==> src/rtl/pll_seq_pkg.sv <==
// ============================================================================
// Package : pll_seq_pkg
// Brief   : State encoding and status-counter widths for pll_reset_sequencer.
// Rev     : 1.0
// ============================================================================
`default_nettype none

package pll_seq_pkg;

    localparam int RETRY_W = 8;
    localparam int LOSS_W  = 16;

    typedef enum logic [2:0] {
        ST_RESET_PLL = 3'd0,
        ST_WAIT_LOCK = 3'd1,
        ST_STABLE    = 3'd2,
        ST_READY     = 3'd3,
        ST_FAIL      = 3'd4
    } seq_state_t;

    function automatic int max3(input int a, input int b, input int c);
        return (((a > b) ? a : b) > c) ? ((a > b) ? a : b) : c;
    endfunction

endpackage

`default_nettype wire

==> src/rtl/lock_sync.sv <==
// ============================================================================
// Module : lock_sync
// Brief  : Generic 2-flop synchronizer with synchronous reset to zero.
// Rev    : 1.0
// ============================================================================
`default_nettype none

module lock_sync #(
    parameter int WIDTH = 1
) (
    input  logic             clk_i,
    input  logic             rst_i,
    input  logic [WIDTH-1:0] d_i,
    output logic [WIDTH-1:0] q_o
);

    (* ASYNC_REG = "TRUE" *) logic [WIDTH-1:0] meta_q;
    (* ASYNC_REG = "TRUE" *) logic [WIDTH-1:0] sync_q;

    always_ff @(posedge clk_i) begin
        if (rst_i) begin
            meta_q <= '0;
            sync_q <= '0;
        end else begin
            meta_q <= d_i;
            sync_q <= meta_q;
        end
    end

    assign q_o = sync_q;

endmodule

`default_nettype wire

==> src/rtl/pll_reset_sequencer.sv <==
// ============================================================================
// Module : pll_reset_sequencer
// Brief  : Pulses PLL reset, waits for lock with timeout and retry budget,
//          qualifies lock stability and re-sequences on lock loss.
// Rev    : 1.0
// ============================================================================
`default_nettype none

module pll_reset_sequencer
    import pll_seq_pkg::*;
#(
    parameter int RST_CYCLES    = 16,
    parameter int LOCK_TIMEOUT  = 65536,
    parameter int STABLE_CYCLES = 1024,
    parameter int MAX_RETRIES   = 4
) (
    input  logic               aclk_i,
    input  logic               rst_i,
    input  logic               locked_i,
    input  logic               restart_i,
    output logic               pll_rst_o,
    output logic               ready_o,
    output logic               fail_o,
    output logic [2:0]         state_o,
    output logic [RETRY_W-1:0] retry_cnt_o,
    output logic [LOSS_W-1:0]  loss_cnt_o
);

    localparam int CNT_W = $clog2(max3(RST_CYCLES, LOCK_TIMEOUT, STABLE_CYCLES)) + 1;

    localparam logic [CNT_W-1:0]   RST_LAST    = CNT_W'(RST_CYCLES - 1);
    localparam logic [CNT_W-1:0]   TO_LAST     = CNT_W'(LOCK_TIMEOUT - 1);
    localparam logic [CNT_W-1:0]   STABLE_LAST = CNT_W'(STABLE_CYCLES - 1);
    localparam logic [RETRY_W-1:0] RETRY_LIMIT = RETRY_W'(MAX_RETRIES);

    seq_state_t         state_q, state_d;
    logic [CNT_W-1:0]   cnt_q, cnt_d;
    logic [RETRY_W-1:0] retry_q, retry_d;
    logic [LOSS_W-1:0]  loss_q, loss_d;
    logic               pll_rst_q, ready_q, fail_q;
    logic               lock_s;
    logic [RETRY_W-1:0] retry_inc;

    lock_sync #(
        .WIDTH (1)
    ) u_lock_sync (
        .clk_i (aclk_i),
        .rst_i (rst_i),
        .d_i   (locked_i),
        .q_o   (lock_s)
    );

    assign retry_inc = retry_q + RETRY_W'(1);

    always_comb begin
        state_d = state_q;
        cnt_d   = cnt_q;
        retry_d = retry_q;
        loss_d  = loss_q;
        if (restart_i) begin
            state_d = ST_RESET_PLL;
            cnt_d   = '0;
            retry_d = '0;
        end else begin
            case (state_q)
                ST_RESET_PLL: begin
                    if (cnt_q == RST_LAST) begin
                        state_d = ST_WAIT_LOCK;
                        cnt_d   = '0;
                    end else begin
                        cnt_d = cnt_q + CNT_W'(1);
                    end
                end
                ST_WAIT_LOCK: begin
                    // A lock arriving on the timeout cycle takes precedence.
                    if (lock_s) begin
                        state_d = ST_STABLE;
                        cnt_d   = '0;
                    end else if (cnt_q == TO_LAST) begin
                        retry_d = retry_inc;
                        cnt_d   = '0;
                        state_d = (retry_inc == RETRY_LIMIT) ? ST_FAIL : ST_RESET_PLL;
                    end else begin
                        cnt_d = cnt_q + CNT_W'(1);
                    end
                end
                ST_STABLE: begin
                    if (!lock_s) begin
                        state_d = ST_WAIT_LOCK;
                        cnt_d   = '0;
                    end else if (cnt_q == STABLE_LAST) begin
                        state_d = ST_READY;
                        cnt_d   = '0;
                    end else begin
                        cnt_d = cnt_q + CNT_W'(1);
                    end
                end
                ST_READY: begin
                    if (!lock_s) begin
                        state_d = ST_RESET_PLL;
                        cnt_d   = '0;
                        if (loss_q != {LOSS_W{1'b1}}) begin
                            loss_d = loss_q + LOSS_W'(1);
                        end
                    end
                end
                ST_FAIL: begin
                    cnt_d = '0;
                end
                default: begin
                    state_d = ST_RESET_PLL;
                    cnt_d   = '0;
                end
            endcase
        end
    end

    always_ff @(posedge aclk_i) begin
        if (rst_i) begin
            state_q   <= ST_RESET_PLL;
            cnt_q     <= '0;
            retry_q   <= '0;
            loss_q    <= '0;
            pll_rst_q <= 1'b1;
            ready_q   <= 1'b0;
            fail_q    <= 1'b0;
        end else begin
            state_q   <= state_d;
            cnt_q     <= cnt_d;
            retry_q   <= retry_d;
            loss_q    <= loss_d;
            pll_rst_q <= (state_d == ST_RESET_PLL) || (state_d == ST_FAIL);
            ready_q   <= (state_d == ST_READY);
            fail_q    <= (state_d == ST_FAIL);
        end
    end

    assign pll_rst_o   = pll_rst_q;
    assign ready_o     = ready_q;
    assign fail_o      = fail_q;
    assign state_o     = state_q;
    assign retry_cnt_o = retry_q;
    assign loss_cnt_o  = loss_q;

endmodule

`default_nettype wire

==> config.mk <==
export PLATFORM = sky130hd
export DESIGN_NAME = pll_reset_sequencer
export DESIGN_NICKNAME = d
export VERILOG_FILES = /design/src/rtl/pll_seq_pkg.sv /design/src/rtl/lock_sync.sv /design/src/rtl/pll_reset_sequencer.sv
export SDC_FILE = /design/constraint.sdc
export NUM_CORES = 1
export LEC_CHECK = 0
export BUFFER_PORTS_ARGS = -buffer_cell sky130_fd_sc_hd__buf_2
export CAP_MARGIN = 10
export CORE_MARGIN = 5
export CORE_UTILIZATION = 35
export DETAILED_ROUTE_END_ITERATION = 7
export SYNTH_ARGS = -nofsm -noshare
export SYNTH_HDL_FRONTEND = slang
export SYNTH_HIERARCHICAL = 1
export SYNTH_SLANG_ARGS = --single-unit
export TNS_END_PERCENT = 1
==> constraint.sdc <==
create_clock -name aclk_i -period 3.37 [get_ports aclk_i]
set_clock_uncertainty 0.1 [all_clocks]
set_input_delay 0.1685 -clock aclk_i [delete_from_list [all_inputs] [get_ports aclk_i]]
set_output_delay 0.1685 -clock aclk_i [all_outputs]
set_load 0.1 [all_outputs]
After elaboration in Yosys (flattened, before gate mapping)
Index checks and enable logic that the tools add are counted.
- reduce and logical (&&, ||, !) cells: 6
- multiplexer cells: 16
- $add $sub $neg: 3
- equal/unequal tests: 12
- bitwise operators: 2
- operators with widths (kind ; number):
    17-bit two-way mux ; 6
    17-bit case mux with 4 select lines ; 1
    3-bit two-way mux ; 8
    17-bit by 1-bit adder with 17-bit output, second input constant ; 1
    17-bit by 10-bit equality test with 1-bit output, second input constant ; 1
    17-bit by 16-bit equality test with 1-bit output, second input constant ; 1
    17-bit by 4-bit equality test with 1-bit output, second input constant ; 1
    16-bit by 1-bit adder with 16-bit output, second input constant ; 1
    16-bit != test, second input constant ; 1
    3-bit case mux with 5 select lines ; 1
    3-bit by 2-bit equality test with 1-bit output, second input constant ; 3
    8-bit by 1-bit adder with 8-bit output, second input constant ; 1
    8-bit by 3-bit equality test with 1-bit output, second input constant ; 1
    3-bit equality test, second input constant ; 2
    3-bit zero test ; 2
    4-bit AND reduction ; 1
    3-bit by 1-bit equality test with 1-bit output, second input constant ; 1
    3-bit AND reduction ; 1
    2-bit != test, second input constant ; 1
    1-bit inverter ; 2
    2-bit OR reduction ; 1
    1-bit logical OR ; 1
- bits in registers: 49
- output and inout bits: 30

Longest topological paths before layout
Gate-level depths: netlist of the first run.
- depth in word-level cells: 9
- mapped depth: 11

By module
The synthesis of the first run kept the hierarchy.
- modules (own cells, without submodules) (module ; area an instance (µm²) ; cells each ; sequential area each (µm²) ; instances):
    pll_reset_sequencer ; 2457.4 ; 281 ; 940.9 ; 1
    lock_sync ; 52.6 ; 4 ; 40.0 ; 1

Worst setup path before layout of the first run
No wires, ideal clock.
- path kind: register -> register
- from: register state_q[1] (netlist: state_o[1])
- to: register loss_q[12] (netlist: loss_cnt_o[12])
- period minus slack after synthesis: 2633 ps
- data required time: 3149 ps
- stages on the path, launching flop included: 7
- setup slack: 737 ps
- arrival time: 2412 ps
- setup time: 121 ps
- buffers on the path: 1
- path through: dfxtp_1 -> buf_2 -> nor2b_1 -> nand4_1 -> a21oi_1 -> nand4_1 -> mux2_2
- longest elaborated chain between the ends: 2
- RTL lines (element ; line ; RTL):
    from (decl) ; pll_reset_sequencer.sv:36 ; seq_state_t state_q, state_d;
    from (signal assigned) ; pll_reset_sequencer.sv:128 ; state_q <= state_d;
    3-bit by 2-bit equality test with 1-bit output ; pll_reset_sequencer.sv:65 ; case (state_q)
    4-bit AND reduction (no line) ; - ;
    to (signal assigned) ; pll_reset_sequencer.sv:131 ; loss_q <= loss_d;
    to (decl) ; pll_reset_sequencer.sv:39 ; logic [LOSS_W-1:0] loss_q, loss_d;
Every way passes these cells.
A chain may end at the register's enable or synchronous reset.

Worst setup path after layout of the first run
- from: register cnt_q[9]
- to: register state_q[2] (netlist: state_o[2])
- longest elaborated chain between the ends: 5
- elaborated cells on any way between the ends: 10
- those cells by class: eq/ne: 3; mux: 7
- RTL lines (element ; line ; RTL):
    from (decl) ; pll_reset_sequencer.sv:37 ; logic [CNT_W-1:0] cnt_q, cnt_d;
    from (signal assigned) ; pll_reset_sequencer.sv:129 ; cnt_q <= cnt_d;
    17-bit by 10-bit equality test with 1-bit output / 17-bit by 16-bit equality test with 1-bit output (equally long branches) ; pll_reset_sequencer.sv:91, pll_reset_sequencer.sv:79 ;
    3-bit two-way mux (on tied branches) ; pll_reset_sequencer.sv:91, pll_reset_sequencer.sv:79 ;
    3-bit two-way mux (on tied branches) ; pll_reset_sequencer.sv:88, pll_reset_sequencer.sv:76 ;
    3-bit case mux with 5 select lines (*) ; pll_reset_sequencer.sv:65 ;
    3-bit two-way mux (*) ; pll_reset_sequencer.sv:60 ; if (restart_i) begin
Every way passes the cells marked *; elsewhere a longest branch is shown, timed or not.

==> results of run 1 <==
==> sequential cells by signal, summed over array words and instances, names as in the netlist <==
register / count
cnt_q: 17
fail_o: 1
loss_cnt_o: 16
pll_rst_o: 1
ready_o: 1
retry_cnt_o: 8
state_o: 3
u_lock_sync/meta_q: 1
u_lock_sync/q_o: 1
==> metrics by stage <==
| stage | power (uW) | instance area (um2) | setup slack [ps] |
|---|---|---|---|
| after CTS | 946.7 | 2830 | 552.7 |
| final | 932.6 | 2830 | 528.4 |
| after global routing | 973.4 | 2830 | 364.0 |
| after detailed placement | 613.7 | 2739 | 562.2 |
| after floorplan | 608.6 | 2510 | 737.3 |
| after global placement | 613.7 | 2739 | 632.4 |
==> worst max-delay path by stage <==
stage | from | endpoint | slack [ps]
floorplan | state_o[1] | loss_cnt_o[12] | 740
global placement | cnt_q[9] | fail_o | 630
detailed placement | cnt_q[9] | fail_o | 560
CTS | cnt_q[9] | fail_o | 550
global route | cnt_q[9] | fail_o | 360
finish | cnt_q[9] | state_o[2] | 530
==> report_power, final <==
part           total [uW]  internal, uW  switching (uW)
logic                17.2          5.33            11.9
registers             583           581            2.68
clock network         332           144             188
total                 933           730             203
==> worst max-delay path, stage by stage (launching register included) <==
cell,delay [ps]
dfxtp_1,440
and3_1,200
and4_1,320
and4_1,240
and3_1,180
ha_1,170
and3b_1,410
nand2_4,80
or4_4,480
a21oi_1,140
==> area by class of cell <==
class | count | area, um2 | area share, %
Clock buffer | 6 | 72.57 | 2.564
Multi-Input combinational cell | 215 | 1439 | 50.84
Tap cell | 96 | 120.1 | 4.244
Clock inverter | 1 | 8.758 | 0.3095
Timing Repair Buffer | 35 | 182.7 | 6.454
Inverter | 7 | 26.28 | 0.9284
Sequential cell | 49 | 980.9 | 34.66
==> logic make-up (layout without fill, tap and decap cells) <==
group | count (synthesis) | after routing | share of synthesized area (%)
compound gates | 46 | 46 | 13.56
xor+xnor | 27 | 27 | 9.421
fa+ha+maj | 5 | 5 | 2.493
buf+inv | 21 | 49 | 3.589
flops | 49 | 49 | 39.08
mux | 3 | 3 | 1.246
simple gates | 134 | 134 | 30.61
==> synth_stat cells (7+ instances only) <==
| cell type | number |
|---|---|
| and2_1 | 7 |
| xnor2_1 | 16 |
| a211oi_1 | 15 |
| and3_1 | 10 |
| clkbuf_1 | 10 |
| nor4_1 | 8 |
| nand3_1 | 16 |
| nand2_1 | 17 |
| nor2_1 | 30 |
| nand4_1 | 13 |
| a21oi_1 | 12 |
| xor2_1 | 11 |
| dfxtp_1 | 49 |
| inv_1 | 7 |
==> layer usage <==
metal | GRT usage (%) | up-vias | routed length [um]
li1 | - | 1097 | -
met1 | 17.40 | 965 | 2761
met2 | 19.61 | 35 | 2273
met3 | 3.347 | 6 | 216
met4 | 3.606 | 0 | 68
met5 | 0 | - | 0
==> qor.yml, run 1 <==
post-route-min-period_ps: 2842
holdBufCountCts: 1
avgSynthCellArea_um2: 8.807
async_flop_share_pct: 0
rsz0062_at_grt: "no"
min_path_type: "input pin to flop"
final_nets: 322
avgViaCountPerCell: 5.142
synth_area_leaders: "dfxtp_1 39%, xnor2_1 5.6%, a211oi_1 4.5%"
grt_pass1_wl_um: 9177
cts_resized: 0
maxCapViolations: 0
reg2reg_from: "cnt_q[9]"
globalRouteOverflowTotal: 0
fin_crit_sh_pct: 84.32
synth_edf_count: 0
die_area_um2: 8964
grt_start_max_net_pins: 29
cts_tree: "done"
status: "finished clean"
worstMarginPinSlew_ps: 850.8
worst_hold_startpoint: "restart_i"
crit_arrival_ps: 2970
drtIter0Drc: 128
cts_buffers: 5
worst_ep_required_time_ps: 3490
hold_viol: 0
antenna_cells: 0
utilization_pct: 41.20
synthFlopType: "dfxtp_1"
hpwl_um: 3832
cts.path.max_buffers: 2
crit_path_max_fanout: 8
clkTransAtPathRegs_ps: 90
clock-sinks: 49
num_vias: 2103
ys_types: 50
finalSetupTns_ps: 0
area_growth_pct: 12.76
postSynthCellCount: 285
min_to: "pll_rst_o"
grt_util_all_layers_pct: 12.70
insertion_delay_ps: 300
ys_ff_latch: 49
cts-htree-levels: 2
die_x_um: 94.68
reg2regPathDepth: 9
die_h_um: 94.68
crit_path_end_kind: "flop"
pwr_density_cell_nw_per_um2: 329.5
clock.fmax_ghz: 0.3519
seq_area_frac_synth_pct: 39.08
wl_um: 5320
initial_core_util_pct: 36.54
first_pass_iters: 6
dp.cells: 401
rrSetupSlack_ps: 530
max_slew_margin_pct: 42.84
instances_no_fill: 409
final_cell_mix: "49 x dfxtp_1, 33 x buf_2, 30 x nor2_1"
r2r-end: "state_o[2]"
p_leak_uw: 0.001025
drive_gt1_share_pct: 15.97
core_area_um2: 6869
antenna_left: 0
ios: 34
wl_per_cell_um: 13.01
syn-num-nets: 294
setup-violations-final: 0
synth_top_area_share_pct: 39.08
grt_pass1_vias: 1942
yosysTopAreaCell: "dfxtp_1"
final_common_cell: "dfxtp_1"
yosysWarningCount: 6
synth_area_um2: 2510
fp-row-count: 30
cts_setup_buffers: 0
slew_violations: 0
grt_antenna_before_repair: 0
gp_congestion: 0.7978
drc: 0
hold-path-cell-count: 3
fin_hold_ws_ps: 85.54
root_buffer: "clkbuf_8"
ir_drop_v: 0.0001630
critical_path_class: "flop to flop"
fill_cells: 679
io_buffers: 33
start_kind: "flop"
No activity file was read; power rests on OpenSTA's default activity.
==> run 2: changes to the inputs <==
Settings changed: ABC_AREA set to 1.
Clock period 3.37 ns to 2.9 ns, I/O delays scaled along.
==> run 2 against run 1 <==
Against the previous run:
- power rose by 19%
- critical path depth rose by 7
- synthesized area up 10%
- count of clock-buffer cells in the layout down 1
- hold slack improved by 14 ps
==> qor.yml, run 2 <==
cts.path.max_buffers: 2
reg2regPathDepth: 16
hpwl_um: 4703
power_frac_comb_pct: 2.4
fin_hold_ws_ps: 99.90
path_cells: "ha_1, nand3_1, nor2_2, inv_1, nor2_1, nand3_1, inv_1, ha_1, inv_1, nor2_1, inv_1, nor2_1, buf_4, inv_1, o21ai_0, inv_1"
root_buffer: "clkbuf_8"
die_x_um: 98.87
slew_violations: 0
initial_core_util_pct: 35.77
grt_util_all_layers_pct: 12.85
p_leak_uw: 0.001362
worst_ep_required_time_ps: 3000
post-synth-top-count-cell: "nand2_1"
fin_crit_sh_pct: 87.73
largest_reg_flops: 17
clkTransAtPathRegs_ps: 90
ys_ff_latch: 49
cp_num_buf_inv: 7
grt_antenna_before_repair: 0
yosys.area_share.adder_pct: 2.263
io_buffers: 33
dp.cells: 549
synth_top_area_share_pct: 35.49
holdBufCountCts: 1
antenna_left: 0
fp-row-count: 32
fin_ws_ps: 355.9
critical_path_class: "flop to flop"
pwr_density_cell_nw_per_um2: 352.5
routed.top_layer: "met4"
seq_area_frac_synth_pct: 35.49
synth_area_um2: 2764
met2WireLength_um: 2961
final_common_cell: "nand2_1"
instances_no_fill: 558
synth_top_family_by_area: "simple AND/OR/NAND/NOR gates"
maxCapViolations: 0
cts-htree-levels: 2
cts_resized: 0
top_register: "cnt_q"
crit_cells: 16
insertion_delay_ps: 300
die_h_um: 98.87
synth_common_cells: "96 x nand2_1, 64 x inv_1, 61 x nor2_1"
synth-simple-area-share_pct: 36.62
yosysWarningCount: 6
core_area_um2: 7727
clock-sinks: 49
crit_path_max_fanout: 6
async_flop_share_pct: 0
postSynthCellCount: 416
grt_start_max_net_pins: 17
switching_power_uw: 257.4
cts_setup_buffers: 0
status: "finished clean"
worstMarginPinSlew_ps: 507.9
avgSynthCellArea_um2: 6.644
wl_per_cell_um: 11.19
synthFlopType: "dfxtp_1"
wl_um: 6245
max_slew_margin_pct: 66.37
synthMuxAreaShare_pct: 0
p_sw_share_pct: 23.25
post-route-min-period_ps: 2544
die_area_um2: 9774
antenna_cells: 0
finalSetupTns_ps: 0
crit_path_end_kind: "flop"
gp_congestion: 0.8414
drtIter0Drc: 121
p_int_uw: 849.4
first_pass_iters: 4
ios: 34
cpMostUsedCell: "inv_1"
slowest_delay_ps: 380
final_cell_mix: "96 x nand2_1, 64 x inv_1, 61 x nor2_1"
crit_slowest_cell: "dfxtp_1"
crit_arrival_ps: 2650
setup-violations-final: 0
wl_met3_um: 186
avgViaCountPerCell: 4.756
place_ws_ps: 375.7
area_growth_pct: 13.58
hold-path-cell-count: 4
cp_top_family: "simple AND/OR/NAND/NOR gates"
grt_pass1_wl_um: 10540
yosysTopAreaCell: "dfxtp_1"
min_path_type: "input pin to flop"
drc: 0
synth_edf_count: 0
ir_drop_v: 0.0002234
ys_types: 31
clock.fmax_ghz: 0.3931
cts_tree: "done"
globalRouteOverflowTotal: 0
p_total_uw: 1107
start_kind: "flop"
yosys.area_share.xor_xnor_pct: 5.387
syn-num-nets: 425
clkPwrFrac_pct: 36.4
grt_pass1_vias: 2346
final_nets: 464
synth-compound-area-share_pct: 9.416
seqPwrFrac_pct: 61.2
hold_viol: 0
rsz0062_at_grt: "no"
num_vias: 2654
synth_area_leaders: "dfxtp_1 35%, nand2_1 13%, inv_1 8.7%"
drive_gt1_share_pct: 15.13
cts_buffers: 5
met1Wirelength_um: 3019
## run 2: changes by cell type after synthesis, sizes merged, moves of 6 or more
cell	previous run	this run
nand2	18	99
inv	7	68
nor2	30	66
nand3	16	34
o21ai	2	17
a211oi	15	1
and3	10	0
xnor2	16	6
nor4	9	0
clkbuf	10	2
and2	7	0
nor3	8	14
## run 2: metal layers
metal	vias to the layer above	global-route usage (%)
li1	1395	-
met1	1198	16.95
met2	56	21.44
met3	5	1.840
met4	0	4.307
met5	-	0
## run 2: path summary, 6_finish.rpt
check / from / slack (ps) / endpoint
worst max-delay path: cnt_q[0] / 360 / retry_cnt_o[7]
worst min-delay path: restart_i / 100 / ready_o
worst max register to register: cnt_q[0] / 360 / retry_cnt_o[7]
worst min register to register: u_lock_sync/meta_q / 310 / u_lock_sync/q_o
## run 2: final cells by class
type | count | area, um2
inverter | 68 | 255.2
clock inverter | 3 | 17.52
tap | 102 | 127.6
fill | 827 | 4588
timing repair buffer | 38 | 205.2
sequential | 49 | 980.9
clock buffer | 5 | 68.82
multi-input combinational | 293 | 1484
## run 2: worst register-to-register path, delay by kind of cell (launching register included)
kind / cells / cell delay [ps]
AOI/OAI and AO/OA: 1 / 160
adders and majority gates: 2 / 340
buffers and inverters: 7 / 560
DFF: 1 / 380
and+or+nand+nor: 6 / 900
## run 2: cell families (layout without fill, tap and decap cells)
group / count (synthesis) / after routing
AND/OR/NAND/NOR: 228 / 228
buffers and inverters: 74 / 114
flip-flops: 49 / 49
AO/OA/AOI/OAI: 43 / 43
XOR/XNOR: 17 / 17
adder cells (fa/ha/maj): 5 / 5
## run 2: metrics by stage
step           utilization (%)  instance area [um2]
2_1_floorplan                -                 2764
3_3_place_gp             39.38                 3043
3_5_place_dp             39.38                 3043
4_1_cts                  40.63                 3139
5_1_grt                  40.63                 3139
6_report                 40.63                 3139
## run 2: power by group through the flow
stage	clock, uW	sequential, uW	combinational [uW]
2_1_floorplan	0	693	15.7
3_3_place_gp	0	693	25.8
3_5_place_dp	0	693	26.0
4_1_cts	419	678	27.0
5_1_grt	444	678	29.9
6_report	402	677	26.9
